==> src/rtl/chu_video_pkg.sv <==
// chu_video_pkg: shared FSM state type and slot register map
// for the chu video stream cores.
package chu_video_pkg;

    typedef enum logic [1:0] {
        ST_IDLE    = 2'd0,
        ST_WAIT    = 2'd1,
        ST_COUNT   = 2'd2,
        ST_LATCHED = 2'd3
    } coll_state_t;

    localparam logic [1:0] REG_CTRL   = 2'd0;
    localparam logic [1:0] REG_THRESH = 2'd1;
    localparam logic [1:0] REG_STATUS = 2'd2;
    localparam logic [1:0] REG_DEBUG  = 2'd3;

    localparam int CTRL_EN  = 0;
    localparam int CTRL_CLR = 1;
    localparam int CTRL_HL  = 2;

endpackage

==> src/rtl/chu_pix_strobe.sv <==
// chu_pix_strobe: pixel and frame strobes derived from the
// frame counter position changing between clocks.
module chu_pix_strobe (
    input  logic        clk,
    input  logic        reset,
    input  logic [10:0] x,
    input  logic [10:0] y,
    output logic        pix_stb,
    output logic        frame_stb
);

    logic [10:0] x_q;
    logic [10:0] y_q;

    always_ff @(posedge clk or negedge reset) begin
        if (!reset) begin
            x_q <= '0;
            y_q <= '0;
        end else begin
            x_q <= x;
            y_q <= y;
        end
    end

    assign pix_stb   = ({x, y} != {x_q, y_q});
    assign frame_stb = pix_stb && (x == '0) && (y == '0);

endmodule

==> src/rtl/chu_collision_core.sv <==
// chu_collision_core: per-frame sprite/obstacle overlap counter with
// debounced collision latch and irq. Option: COLLISION_HIGHLIGHT_EN.
module chu_collision_core
    import chu_video_pkg::*;
#(
    parameter int CD         = 12,
    parameter int KEY_COLOR  = 0,
    parameter int HACT       = 640,
    parameter int VACT       = 480,
    parameter int CNT_W      = 19,
    parameter int DEB_FRAMES = 2
`ifdef COLLISION_HIGHLIGHT_EN
    ,
    parameter logic [CD-1:0] HL_COLOR = 12'hF00
`endif
) (
    input  logic          clk,
    input  logic          reset,
    input  logic [10:0]   x,
    input  logic [10:0]   y,
    input  logic          cs,
    input  logic          write,
    input  logic          read,
    input  logic [13:0]   addr,
    input  logic [31:0]   wr_data,
    output logic [31:0]   rd_data,
    input  logic [CD-1:0] si_rgb,
    input  logic [CD-1:0] sp_rgb,
    output logic [CD-1:0] so_rgb,
    output logic          irq
);

    localparam logic [10:0]   HACT_L  = 11'(HACT);
    localparam logic [10:0]   VACT_L  = 11'(VACT);
    localparam logic [CD-1:0] KEY_L   = CD'(KEY_COLOR);
    localparam logic [1:0]    DEB_LIM = 2'(DEB_FRAMES);

    logic             pix_stb;
    logic             frame_stb;
    logic             wr_en;
    logic             wr_ctrl;
    logic             wr_thr;
    logic             clr;
    logic             hit;
    logic             enable;
    logic             hl;
    logic             latched;
    logic [CNT_W-1:0] thresh;
    logic [CNT_W-1:0] hit_cnt;
    logic [CNT_W-1:0] last_cnt;
    logic [CNT_W-1:0] hit_inc;
    logic [CNT_W-1:0] first_cnt;
    logic [1:0]       deb_cnt;
    logic [1:0]       deb_inc;
    coll_state_t      state;
    logic             unused_ok;

    chu_pix_strobe u_stb (
        .clk       (clk),
        .reset     (reset),
        .x         (x),
        .y         (y),
        .pix_stb   (pix_stb),
        .frame_stb (frame_stb)
    );

    assign wr_en   = cs && write && addr[13];
    assign wr_ctrl = wr_en && (addr[1:0] == REG_CTRL);
    assign wr_thr  = wr_en && (addr[1:0] == REG_THRESH);
    assign clr     = wr_ctrl && wr_data[CTRL_CLR];

    assign hit = pix_stb && (x < HACT_L) && (y < VACT_L)
              && (sp_rgb != si_rgb) && (si_rgb != KEY_L);

    assign hit_inc   = (hit && !(&hit_cnt)) ? hit_cnt + 1'b1 : hit_cnt;
    assign first_cnt = {{(CNT_W-1){1'b0}}, hit};
    assign deb_inc   = (&deb_cnt) ? deb_cnt : deb_cnt + 2'd1;

    always_ff @(posedge clk or negedge reset) begin
        if (!reset) begin
            enable <= 1'b0;
            thresh <= CNT_W'(1);
        end else begin
            if (wr_ctrl)
                enable <= wr_data[CTRL_EN];
            if (wr_thr)
                thresh <= (wr_data[CNT_W-1:0] == '0) ?
                          CNT_W'(1) : wr_data[CNT_W-1:0];
        end
    end

`ifdef COLLISION_HIGHLIGHT_EN
    always_ff @(posedge clk or negedge reset) begin
        if (!reset)
            hl <= 1'b0;
        else if (wr_ctrl)
            hl <= wr_data[CTRL_HL];
    end

    assign so_rgb = (hl && hit) ? HL_COLOR : sp_rgb;
`else
    assign hl     = 1'b0;
    assign so_rgb = sp_rgb;
`endif

    always_ff @(posedge clk or negedge reset) begin
        if (!reset) begin
            state    <= ST_IDLE;
            hit_cnt  <= '0;
            last_cnt <= '0;
            deb_cnt  <= '0;
            latched  <= 1'b0;
        end else if (!enable) begin
            state    <= ST_IDLE;
            hit_cnt  <= '0;
            last_cnt <= '0;
            deb_cnt  <= '0;
            latched  <= 1'b0;
        end else if (clr) begin
            // clear beats a same-cycle deciding frame strobe
            state   <= ST_WAIT;
            hit_cnt <= '0;
            deb_cnt <= '0;
            latched <= 1'b0;
        end else begin
            unique case (state)
                ST_IDLE: state <= ST_WAIT;
                ST_WAIT: begin
                    if (frame_stb) begin
                        state   <= ST_COUNT;
                        hit_cnt <= first_cnt;
                    end
                end
                default: begin
                    if (frame_stb) begin
                        last_cnt <= hit_cnt;
                        hit_cnt  <= first_cnt;
                        if (state == ST_COUNT) begin
                            if (hit_cnt >= thresh) begin
                                deb_cnt <= deb_inc;
                                if (deb_inc >= DEB_LIM) begin
                                    state   <= ST_LATCHED;
                                    latched <= 1'b1;
                                end
                            end else begin
                                deb_cnt <= '0;
                            end
                        end
                    end else begin
                        hit_cnt <= hit_inc;
                    end
                end
            endcase
        end
    end

    assign irq = latched;

    always_comb begin
        rd_data = '0;
        unique case (addr[1:0])
            REG_CTRL:   rd_data[2:0]       = {hl, 1'b0, enable};
            REG_THRESH: rd_data[CNT_W-1:0] = thresh;
            REG_STATUS: rd_data[CNT_W:0]   = {last_cnt, latched};
            REG_DEBUG:  rd_data[3:0]       = {deb_cnt, state};
        endcase
    end

    assign unused_ok = ^{read, addr[12:2], wr_data[31:CNT_W]};

endmodule
==> config.mk <==
export PLATFORM = sky130hd
export DESIGN_NAME = chu_collision_core
export DESIGN_NICKNAME = d
export VERILOG_FILES = /design/src/rtl/chu_video_pkg.sv /design/src/rtl/chu_pix_strobe.sv /design/src/rtl/chu_collision_core.sv
export SDC_FILE = /design/constraint.sdc
export NUM_CORES = 1
export LEC_CHECK = 0
export BUFFER_PORTS_ARGS = -buffer_cell sky130_fd_sc_hd__clkbuf_2
export CORE_MARGIN = 4
export CORE_UTILIZATION = 55
export DETAILED_ROUTE_END_ITERATION = 8
export GPL_TIMING_DRIVEN = 0
export PLACE_DENSITY = 0.86
export REMOVE_ABC_BUFFERS = 1
export SLEW_MARGIN = 10
export SYNTH_ARGS = -nofsm -noshare
export SYNTH_HDL_FRONTEND = slang
export SYNTH_SLANG_ARGS = --single-unit
==> constraint.sdc <==
create_clock -name clk -period 6 [get_ports clk]
set_input_delay 1.2 -clock clk [delete_from_list [all_inputs] [get_ports clk]]
set_output_delay 1.2 -clock clk [all_outputs]
set_load 0.03 [all_outputs]
==> metrics.csv, run 1 <==
stage,metric,value,unit
pwr,vdd_drop_max,128.7,uV
sta,slew_headroom,27.17,%
die,die-area,10530,um^2
setup_path,path_common_cell,clkbuf_2,
logic_synthesis,synthMuxAreaShare,4.549,%
sta,setup_violations,0,
grt,grtUsageTotal,24.06,%
logic_synthesis,seq_area_frac_synth,43.23,%
pwr,p_sw_share,32.62,%
pwr,p_leak,2.632,nW
detailed_routing,wire_per_inst,17.54,um
clock_tree,ctsResizeCount,0,
grt,grt_pass1_wl,20.00,mm
clock_tree,clockRootBuffer,clkbuf_8,
sta,fin_skew,0.01270,ns
setup_path,crit_required,4.80,ns
setup_path,cp_max_fo,20,
logic_synthesis,synth.avg_cell_area,10.11,um^2
pwr,comb_power_share,24.5,%
logic_synthesis,syn_inst,487,
logic_synthesis,async_reset_ff_share,100.0,%
sta,rsz0062_at_grt,false,
run,maxCapViolations,0,
logic_synthesis,synth_cell_type_count,50,
logic_synthesis,yosys-top-cells-area,"dfrtp_1 (43%), ha_1 (7.4%), xor2_1 (5.7%), mux2_2 (4.3%), buf_4 (3.8%)",
placed_design,place_ws,2.130,ns
clock_tree,cts_sinks,85,
setup_path,cp-end-kind,output pin,
grt,antenna_found_initial,0,
die,die_y,102.6,um
logic_synthesis,synth-xor-area-share,6.048,%
layout,nFillCells,706,
setup_path,cp_cell_sequence,clkbuf_2 -> inv_1 -> ha_1 -> a22oi_1 -> nor2b_1 -> clkbuf_2,
layout,syn_to_final_growth,14.26,%
die,core_area,8721,um^2
clock_tree,cts_buffers,9,
layout,nets,700,
logic_synthesis,synth_compound_area_share,16.34,%
detailed_routing,vias,4153,
detailed_routing,drt_pre_antenna_iters,6,
sta,timing.setup.tns,0,ns
setup_path,path_class,in -> out,
pwr,p_seq_share,44.6,%
detailed_routing,drtIter0Drc,340,
logic_synthesis,synth_ff_type,dfrtp_1,
logic_synthesis,yosys_warnings,0,
setup_path,cp_top_family,adder cells,
clock_tree,clk-insertion-delay-late,0.37,ns
setup_path,worst_setup_path_start_kind,input pin,
die,die_w,102.6,um
setup_path,cp_slowest_cell,ha_1,
grt,first_global_vias,4290,
die,initial_core_util,56.46,%
logic_synthesis,synth_fa_ha_area_share,7.370,%
placed_design,gp_congestion,0.8703,
setup_path,arrival,2.69,ns
sta,final-hold-violation-count,0,
die,num_io_pins,142,
logic_synthesis,synth_area,4923,um^2
layout,antenna_cells,0,
hold_path,hp-class,reg -> reg,
logic_synthesis,synth_top_family_by_area,compound AO/OA/AOI/OAI gates,
clock_tree,cts_buffer_depth,2,
clock_tree,postCtsSetupRepairBufs,0,
logic_synthesis,netlist.area_leader.share,42.69,%
sta,tightest_slew,1.089,ns
placed_design,io_buffers,104,
detailed_routing,via_per_inst,6.045,
status,run_status,finished clean,
sta,final_max_slew_viol_count,0,
pwr,p_int,0.9963,mW
pwr,powerDensity,262.9,nW/um^2
placed_design,hpwl,9.244,mm
layout,drive_gt1_share,25.22,%
grt,grt_max_degree,53,
logic_synthesis,ys_ff_latch,85,
clock_tree,tritoncts,built,
pwr,p_switching,0.4824,mW
layout,final_core_util,64.51,%
pwr,power_frac_clock,30.9,%
grt,grt.overflow.total,0,
setup_path,critPathMaxStageDelay,0.67,ns
clock_tree,clkTransAtPathRegs,0.09,ns
setup_path,cp_num_buf_inv,3,
sta,fin_ws,2.113,ns
die,fp-row-count,34,
logic_synthesis,synth-edff-count,0,
sta,max_freq,257.3,MHz
logic_synthesis,yosys.area_share.simple,15.15,%
clock_tree,cts_htree_levels,3,
detailed_routing,drtAntennaViolNets,0,
sta,period_minus_slack,3.887,ns
detailed_routing,wirelength,12.05,mm
clock_tree,postCtsHoldBufs,0,
detailed_routing,drc_errors,0,
logic_synthesis,synth_top_area_cell,dfrtp_1,
sta,period_share,64.79,%
## cells in the final DEF (no fill, tap or decap), types with 12 or more instances in the layout
cell	count
nor2b_1	22
inv_1	28
dfrtp_1	84
nor2_1	26
clkbuf_2	103
a22o_1	19
a21oi_1	12
nand3_1	15
ha_1	29
nand2_1	22
mux2_2	19
a22oi_1	15
xor2_1	32
nor4_1	20
o21ai_0	15
o211ai_1	16
conb_1	12
## cells by family (layout without fill, tap and decap cells)
group           count (synthesis)  count (layout)
compound gates                109             109
xor+xnor                       34              34
fa+ha+maj                      29              29
buf+inv                        69             150
flops                          85              85
mux                            20              20
other cells                     1              12
simple gates                  140             140
## through the flow
step	hold WS (ns)	cell area (um^2)	instances	power (mW)
5_1_grt	0.5360	5625	687	1.560
3_5_place_dp	0.4995	5399	671	1.029
2_1_floorplan	0.4653	4713	457	0.8883
4_1_cts	0.5097	5619	687	1.484
3_3_place_gp	0.4897	5369	669	1.002
6_report	0.5095	5625	687	1.479
## cell usage after synthesis (16+ instances only)
library cell	number
a22o_1	19
buf_4	25
dfrtp_1	84
ha_1	29
inv_1	28
mux2_2	19
nand2_1	22
nor2_1	26
nor2b_1	22
nor4_1	20
o211ai_1	16
xor2_1	32
## sequential cells by signal, summed over array words and instances (netlist names)
signal / count
thresh: 19
hit_cnt: 19
deb_cnt: 2
last_cnt: 19
u_stb.y_q: 11
enable: 1
irq: 1
state: 2
u_stb.x_q: 11
## final cells by class
cell class	count	area [um^2]	area share, %
clock inverter	6	92.59	1.646
tap	108	135.1	2.402
timing repair buffer	106	550.5	9.786
inverter	28	105.1	1.868
sequential	85	2128	37.83
multi-input combinational	344	2486	44.19
clock buffer	10	127.6	2.269
## path summary, 6_finish.rpt
kind,start,endpoint,slack (ns),depth (start not counted)
worst max-delay path,addr[0],rd_data[18],2.11,6
max in group asynchronous,reset,hit_cnt[7]$_DFFE_PN0P_,4.45,2
min in group asynchronous,reset,thresh[15]$_DFFE_PN0P_,0.89,1
worst min register to register,thresh[0]$_DFFE_PN1P_,thresh[0]$_DFFE_PN1P_,0.51,2
worst min-delay path,thresh[0]$_DFFE_PN1P_,thresh[0]$_DFFE_PN1P_,0.51,2
worst max register to register,hit_cnt[1]$_DFFE_PN0P_,hit_cnt[0]$_DFFE_PN0P_,2.81,9
## routing by layer
layer,track usage (%),part of all wire [%],vias to the layer above
met5,0,0,-
met4,8.880,2.1,0
met3,4.736,6.8,27
met2,40.27,50,186
met1,31.00,41,2021
li1,-,-,1919
## worst register-to-register path, cell delays in order (launching register included)
cell,delay [ns]
dfrtp_1,0.47
ha_1,0.23
nand3_1,0.13
nor2_1,0.31
nand4_1,0.24
nor3_1,0.36
and2_1,0.24
o32a_1,0.70
o21ai_0,0.25
a21oi_1,0.19
## power groups by stage
stage               logic (mW)  registers, mW  clock network, mW
floorplan                0.233          0.656                  0
global placement         0.334          0.668                  0
detailed placement       0.359          0.670                  0
CTS                      0.361          0.659              0.464
global route             0.406          0.666              0.489
finish                   0.363          0.659              0.456
Note: power is estimated with default switching activity, not from simulation.
==> run 2, diff against run 1 <==
--- a/config.mk
+++ b/config.mk
@@ -5,12 +5,13 @@
 export SDC_FILE = /design/constraint.sdc
 export NUM_CORES = 1
 export LEC_CHECK = 0
+export ABC_AREA = 1
 export BUFFER_PORTS_ARGS = -buffer_cell sky130_fd_sc_hd__clkbuf_2
 export CORE_MARGIN = 4
-export CORE_UTILIZATION = 55
+export CORE_UTILIZATION = 54
 export DETAILED_ROUTE_END_ITERATION = 8
 export GPL_TIMING_DRIVEN = 0
-export PLACE_DENSITY = 0.86
+export PLACE_DENSITY = 0.83
 export REMOVE_ABC_BUFFERS = 1
 export SLEW_MARGIN = 10
 export SYNTH_ARGS = -nofsm -noshare
==> constraint.sdc (replaced) <==
create_clock -name clk -period 3.9 [get_ports clk]
set_input_delay 0.78 -clock clk [delete_from_list [all_inputs] [get_ports clk]]
set_output_delay 0.78 -clock clk [all_outputs]
set_load 0.03 [all_outputs]
==> run 2 against run 1 <==
  * Worst setup slack worse by 1.4 ns
  * Sequential share of layout area is 4.1 points lower
  * Die area is 15% higher
  * Core utilization is 1.0 points lower
  * Cell count is 51% higher
  * Power is 63% higher
==> metrics.csv, run 2 <==
stage,metric,value,unit,change
clock_tree,cts_sinks,85,,unchanged
sta,final_max_slew_viol_count,0,,unchanged
placed_design,io_buffers,104,,unchanged
layout,nets,1025,,+46%
placed_design,hpwl,9.793,mm,+5.9%
clock_tree,clockRootBuffer,clkbuf_8,,
grt,grtUsageMet2,38.47,%,-1.8 points
die,die_y,110.0,um,+7.2%
die,die_w,110.0,um,+7.2%
detailed_routing,wire_per_inst,12.40,um,-29%
layout,multi_input_area,2828,um^2,+14%
grt,grt_pass1_wl,21.65,mm,+8.2%
logic_synthesis,synth_top_area_cell,dfrtp_1,,
hold_path,hp-class,in -> async,,
detailed_routing,drc_errors,0,,unchanged
die,die-area,12100,um^2,+15%
placed_design,place_area,6120,um^2,+13%
pwr,p_sw_share,38.01,%,+5.4 points
logic_synthesis,async_reset_ff_share,100.0,%,unchanged
clock_tree,clkTransAtPathRegs,0.09,ns,about the same
die,fp-row-count,36,,+5.9%
setup_path,cp_max_fo,20,,unchanged
die,core_area,9955,um^2,+14%
detailed_routing,drtIter0Drc,302,,-11%
setup_path,crit_start,addr[0],,
logic_synthesis,yosysMostFrequentCell,nand2_1,,
setup_path,r2r_start,hit_cnt[10]$_DFFE_PN0P_,,
logic_synthesis,netlist.area_leader.share,37.42,%,-5.3 points
pwr,vdd_drop_max,170.3,uV,+32%
clock_tree,postCtsSetupRepairBufs,0,,unchanged
pwr,comb_power_share,29.8,%,+5.3 points
placed_design,gp_congestion,0.8372,,-3.8%
sta,fin_skew,0.01348,ns,+0.0007826 ns
pwr,power_frac_clock,26.5,%,-4.4 points
setup_path,crit_end,rd_data[16],,
pwr,p_switching,0.9156,mW,+90%
layout,mostFrequentLayoutCell,nand2_1,,
clock_tree,postCtsHoldBufs,0,,unchanged
sta,tightest_slew,0.8880,ns,-0.2012 ns
sta,rsz0062_at_grt,false,,
run,maxCapViolations,0,,unchanged
layout,nFillCells,922,,+31%
sta,final-hold-violation-count,0,,unchanged
setup_path,cp-end-kind,output pin,,
logic_synthesis,seq_area_frac_synth,37.88,%,-5.3 points
layout,final_core_util,63.46,%,-1.0 points
detailed_routing,drtAntennaViolNets,0,,unchanged
detailed_routing,via_per_inst,4.952,,-18%
setup_path,arrival,2.36,ns,-0.33 ns
grt,use_met3,3.844,%,-0.89 points
logic_synthesis,synth-edff-count,0,,unchanged
setup_path,path_class,in -> out,,
setup_path,crit_required,3.12,ns,-1.68 ns
grt,grtUsageTotal,22.50,%,-1.6 points
logic_synthesis,synth_cell_type_count,40,,-20%
setup_path,worst_setup_path_start_kind,input pin,,
sta,max_freq,318.5,MHz,
layout,final_design_area_no_fill,6317,um^2,+12%
clock_tree,ctsResizeCount,0,,unchanged
logic_synthesis,ys_ff_latch,85,,unchanged
clock_tree,tritoncts,built,,
logic_synthesis,yosys-top-cells-area,"dfrtp_1 (37%), nand2_1 (21%), inv_1 (7.5%), ha_1 (6.5%), nor2_1 (4.7%)",,
logic_synthesis,synth_area,5618,um^2,+14%
sta,timing.setup.tns,0,ns,unchanged
sta,slew_headroom,40.80,%,+14 points
layout,seq_area,2128,um^2,unchanged
logic_synthesis,synth.avg_cell_area,6.944,um^2,-31%
layout,drive_gt1_share,17.04,%,-8.2 points
pwr,powerDensity,381.3,nW/um^2,+45%
setup_path,reg2regPathDepth,12,,+3
grt,grt_max_degree,47,,-11%
sta,setup_violations,0,,unchanged
status,run_status,finished clean,,
setup_path,r2r_end,state[1]$_DFFE_PN0P_,,
grt,antenna_found_initial,0,,unchanged
detailed_routing,wirelength,12.85,mm,+6.7%
clock_tree,cts_buffers,9,,unchanged
sta,period_share,80.50,%,
layout,syn_to_final_growth,12.45,%,
layout,antenna_cells,0,,unchanged
logic_synthesis,yosys_warnings,0,,unchanged
detailed_routing,drt_pre_antenna_iters,4,,-2
grt,first_global_vias,4857,,+13%
grt,grtUsageMet1,29.08,%,-1.9 points
logic_synthesis,ys_top_cells_by_count,"nand2_1 (321), inv_1 (112), dfrtp_1 (84), nor2_1 (71)",,
setup_path,r2r_slack,1.82,ns,-0.99 ns
grt,grt.busiest_layer,met2,,
die,num_io_pins,142,,unchanged
logic_synthesis,synth_ff_type,dfrtp_1,,
layout,final_cell_mix,"nand2_1 (321), inv_1 (112), clkbuf_2 (103)",,
pwr,p_leak,3.600,nW,+37%
sta,period_minus_slack,3.139,ns,
grt,grt.overflow.total,0,,unchanged
clock_tree,cts_buffer_depth,2,,unchanged
clock_tree,clk-insertion-delay-late,0.37,ns,about the same
detailed_routing,vias,5135,,+24%
clock_tree,cts_htree_levels,3,,unchanged
die,initial_core_util,56.44,%,about the same
logic_synthesis,syn_inst,809,,+66%
pwr,p_seq_share,43.7,%,-0.9 points
pwr,p_int,1.493,mW,+50%
layout,reg.largest.list,"hit_cnt (19), last_cnt (19), thresh (19)",,
## run 2: changes by cell type after synthesis, moves of 16 or more
cell,change
nand2_1,+299
inv_1,+84
nor2_1,+45
xor2_1,-24
nor2b_1,-22
a22o_1,-19
mux2_2,-19
a21oi_1,+17
o211ai_1,-16
## run 2: layout make-up
class,count,area share [%]
Tap cell,133,2.634
Sequential cell,85,33.69
Timing Repair Buffer,105,8.715
Multi-Input combinational cell,579,44.76
Clock buffer,9,1.961
Clock inverter,7,1.169
Inverter,119,7.071
## run 2: how the worst min path moves through the flow
| stage | cells after the start | startpoint | end |
|---|---|---|---|
| floorplan | 2 | last_cnt[0]$_DFFE_PN0P_ | last_cnt[0]$_DFFE_PN0P_ |
| global placement | 2 | last_cnt[1]$_DFFE_PN0P_ | last_cnt[1]$_DFFE_PN0P_ |
| detailed placement | 2 | last_cnt[10]$_DFFE_PN0P_ | last_cnt[10]$_DFFE_PN0P_ |
| CTS | 1 | reset | u_stb.x_q[1]$_DFF_PN0_ |
| global route | 1 | reset | u_stb.x_q[1]$_DFF_PN0_ |
| finish | 1 | reset | u_stb.x_q[1]$_DFF_PN0_ |
## run 2: cell families (layout without fill, tap and decap cells)
| kind of cell | count (synthesis) | in the layout | synth area share [%] |
|---|---|---|---|
| other | 1 | 12 | 0.06675 |
| DFF | 85 | 85 | 37.88 |
| and+or+nand+nor | 459 | 459 | 34.39 |
| AOI/OAI and AO/OA | 63 | 63 | 6.192 |
| buffers and inverters | 156 | 240 | 12.52 |
| xor gates and xnor gates | 16 | 16 | 2.495 |
| adders and majority gates | 29 | 29 | 6.459 |
## run 2: worst max-delay path, stage by stage
cell      delay (ns)
clkbuf_2        0.11
inv_1           0.10
ha_1            0.75
nand2_1         0.11
a21oi_1         0.26
clkbuf_2        0.26
## run 2: power groups by stage
stage | logic, mW | clock network (mW) | registers [mW]
floorplan | 0.483 | 0 | 1.05
global placement | 0.693 | 0 | 1.06
detailed placement | 0.715 | 0 | 1.07
CTS | 0.722 | 0.651 | 1.05
global route | 0.823 | 0.688 | 1.06
finish | 0.718 | 0.639 | 1.05
## run 2: metal layers
metal | vias to the layer above | part of all wire (%)
met5 | - | 0
met4 | 0 | 1.9
met3 | 24 | 5.7
met2 | 141 | 48
met1 | 2348 | 45
li1 | 2622 | -
## run 2: stage by stage
stage          hold WS [ns]  instances  setup WS [ns]  total power [mW]
5_1_grt              0.4499       1037         0.6384             2.576
2_1_floorplan        0.4422        783          1.121             1.533
3_3_place_gp         0.4537       1020         0.8008             1.754
4_1_cts              0.4390       1037         0.7894             2.423
6_report             0.4247       1037         0.7605             2.409
3_5_place_dp         0.4593       1021         0.7426             1.781
==> run 3, diff against run 2 <==
--- a/config.mk
+++ b/config.mk
@@ -8,10 +8,10 @@
 export ABC_AREA = 1
 export BUFFER_PORTS_ARGS = -buffer_cell sky130_fd_sc_hd__clkbuf_2
 export CORE_MARGIN = 4
-export CORE_UTILIZATION = 54
+export CORE_UTILIZATION = 49
 export DETAILED_ROUTE_END_ITERATION = 8
 export GPL_TIMING_DRIVEN = 0
-export PLACE_DENSITY = 0.83
+export PLACE_DENSITY = 0.79
 export REMOVE_ABC_BUFFERS = 1
 export SLEW_MARGIN = 10
 export SYNTH_ARGS = -nofsm -noshare
==> constraint.sdc (replaced) <==
create_clock -name clk -period 2.79 [get_ports clk]
set_input_delay 0.558 -clock clk [delete_from_list [all_inputs] [get_ports clk]]
set_output_delay 0.558 -clock clk [all_outputs]
set_load 0.03 [all_outputs]
==> run 3 against run 2 <==
  * Clock power is 92% higher
  * Cell count is 0.68% higher
  * Wire length is 1.7% higher
  * Clock skew is 0.0066 ns lower
  * Sequential power is 40% higher
  * Combinational power is 43% higher
  * Critical path type unchanged
  * Highest routed layer unchanged
==> metrics.csv, run 3 (same netlist as run 2, synthesis figures left out) <==
stage,metric,value,unit,change
setup_path,arrival,1.93,ns,-0.43 ns
die,die_y,115.1,um,+4.6%
pwr,finalPower,3.726,mW,+55%
die,core_area,11030,um^2,+11%
placed_design,hpwl,9.769,mm,-0.24%
sta,timing.setup.tns,0,ns,unchanged
setup_path,path_common_cell,clkbuf_2,,
run,maxCapViolations,0,,unchanged
layout,mostFrequentLayoutCell,nand2_1,,
detailed_routing,vias,5118,,-0.33%
pwr,p_seq_share,39.5,%,-4.2 points
grt,grt_pass1_wl,22.35,mm,+3.3%
detailed_routing,drtAntennaViolNets,0,,unchanged
grt,antenna_found_initial,0,,unchanged
detailed_routing,wirelength,13.08,mm,+1.7%
die,num_io_pins,142,,unchanged
placed_design,io_buffers,104,,unchanged
setup_path,critPathMaxStageDelay,0.47,ns,-0.28 ns
pwr,p_leak,3.646,nW,+1.3%
detailed_routing,wire_per_inst,12.53,um,+1.1%
layout,nFillCells,1042,,+13%
layout,final_core_util,58.39,%,-5.1 points
layout,nets,1025,,unchanged
die,die-area,13240,um^2,+9.5%
layout,final_cell_mix,"nand2_1 (320), inv_1 (112), clkbuf_2 (103)",,
clock_tree,cts_buffer_depth,2,,unchanged
grt,grt.overflow.total,0,,unchanged
clock_tree,ctsResizeCount,0,,unchanged
detailed_routing,drtIter0Drc,339,,+12%
setup_path,cp_max_fo,20,,unchanged
clock_tree,clockRootBuffer,clkbuf_16,,
sta,final-hold-violation-count,0,,unchanged
detailed_routing,via_per_inst,4.902,,-1.0%
sta,period_minus_slack,2.493,ns,
setup_path,path_class,in -> out,,
setup_path,cp_top_family,buffers and inverters,,
grt,first_global_vias,5037,,+3.7%
sta,rsz0062_at_grt,false,,
die,fp-row-count,38,,+5.6%
sta,period_share,89.34,%,
setup_path,crit_required,2.23,ns,-0.89 ns
clock_tree,postCtsHoldBufs,0,,unchanged
grt,grt_max_degree,57,,+21%
clock_tree,cts_sinks,85,,unchanged
detailed_routing,drt_pre_antenna_iters,5,,+1
detailed_routing,drc_errors,0,,unchanged
die,initial_core_util,50.93,%,-5.5 points
sta,slew_headroom,59.89,%,+19 points
pwr,power_frac_clock,33.0,%,+6.5 points
sta,final_max_slew_viol_count,0,,unchanged
sta,setup_violations,0,,unchanged
pwr,p_sw_share,36.13,%,-1.9 points
sta,fin_ws,0.2973,ns,-0.4632 ns
clock_tree,cts_buffers,9,,unchanged
clock_tree,clk-insertion-delay-late,0.34,ns,-0.03 ns
grt,grtUsageTotal,20.82,%,-1.7 points
status,run_status,finished clean,,
setup_path,worst_setup_path_start_kind,input pin,,
clock_tree,cts_htree_levels,3,,unchanged
layout,drive_gt1_share,17.37,%,+0.33 points
sta,fin_skew,0.006847,ns,-0.006636 ns
pwr,vdd_drop_max,295.9,uV,+74%
pwr,p_switching,1.346,mW,+47%
setup_path,cp_num_buf_inv,3,,unchanged
die,die_w,115.1,um,+4.6%
pwr,p_int,2.380,mW,+59%
setup_path,cp-end-kind,output pin,,
setup_path,cp_slowest_cell,ha_2,,
sta,max_freq,401.2,MHz,
placed_design,gp_congestion,0.8507,,+1.6%
clock_tree,tritoncts,built,,
layout,antenna_cells,0,,unchanged
hold_path,hp-class,in -> async,,
clock_tree,postCtsSetupRepairBufs,0,,unchanged
sta,tightest_slew,0.6010,ns,-0.2871 ns
setup_path,cp_cell_sequence,clkbuf_2 -> inv_1 -> ha_2 -> nand2_1 -> a32oi_1 -> clkbuf_2,,
layout,syn_to_final_growth,14.65,%,
pwr,powerDensity,578.5,nW/um^2,+52%
clock_tree,clkTransAtPathRegs,0.07,ns,-0.02 ns
placed_design,place_ws,-0.1605,ns,-0.9031 ns
pwr,comb_power_share,27.6,%,-2.2 points
layout,reg.largest.list,"hit_cnt (19), last_cnt (19), thresh (19)",,
-- run 3: cell types whose count changed in the layout (fill, tap and decap cells not counted) --
cell and delta:
nand2_2 +1, clkbuf_16 +9, ha_1 -2, inv_8 +1, nand2_1 -1, clkinv_2 -1
clkbuf_8 -9, ha_2 +2
-- run 3: final timing paths --
path,start,end,slack (ns),depth (start not counted)
setup / recovery,addr[0],rd_data[0],0.30,6
hold / removal,reset,u_stb.y_q[7]$_DFF_PN0_,0.19,1
setup reg to reg,hit_cnt[0]$_DFFE_PN0P_,hit_cnt[5]$_DFFE_PN0P_,0.66,11
hold reg to reg,last_cnt[13]$_DFFE_PN0P_,last_cnt[13]$_DFFE_PN0P_,0.47,2
max in group asynchronous,reset,thresh[0]$_DFFE_PN1P_,1.93,2
min in group clk,x[6],u_stb.x_q[6]$_DFF_PN0_,0.35,1
-- run 3: through the flow --
stage	cells	hold slack (ns)	cell area [um^2]
3_3_place_gp	1027	0.4547	6098
5_1_grt	1044	0.2192	6441
3_5_place_dp	1028	0.4584	6128
2_1_floorplan	783	0.2624	5403
4_1_cts	1044	0.2068	6434
6_report	1044	0.1901	6441
-- run 3: layer usage --
| metal | GRT usage [%] | wire [um] | up-vias | part of all wire (%) |
|---|---|---|---|---|
| met4 | 5.869 | 188 | 0 | 1.4 |
| li1 | - | - | 2625 | - |
| met5 | 0 | 0 | - | 0 |
| met3 | 3.789 | 590 | 20 | 4.5 |
| met1 | 26.65 | 5944 | 2330 | 45 |
| met2 | 36.11 | 6355 | 143 | 49 |
-- run 3: cell type report --
type                    count  area [um^2]  area share [%]
multi-input cells         579         2835           44.02
flip-flops and latches     85         2128           33.04
repair buffers            105        550.5           8.547
inverters                 119        446.7           6.935
clock buffers               9        225.2           3.497
well taps                 140        175.2           2.720
clock inverters             7        80.08           1.243
-- run 3: power groups by stage --
stage               registers, mW  logic [mW]  clock network [mW]
global route                 1.49        1.16                1.32
detailed placement           1.49        1.00                   0
global placement             1.49       0.974                   0
finish                       1.47        1.03                1.23
CTS                          1.47        1.03                1.25
floorplan                    1.47       0.675                   0
-- run 3: worst reg2reg max path, stage by stage, from the launching register on --
cell and delay, ns:
dfrtp_1 0.47, ha_1 0.24, nand3_2 0.13, nor2_4 0.16, nand4_2 0.16, nor2_2 0.19
nand3_2 0.11, nand3_2 0.13, nand2_2 0.08, nand2_4 0.21, nand2_1 0.12, nand2_1 0.09
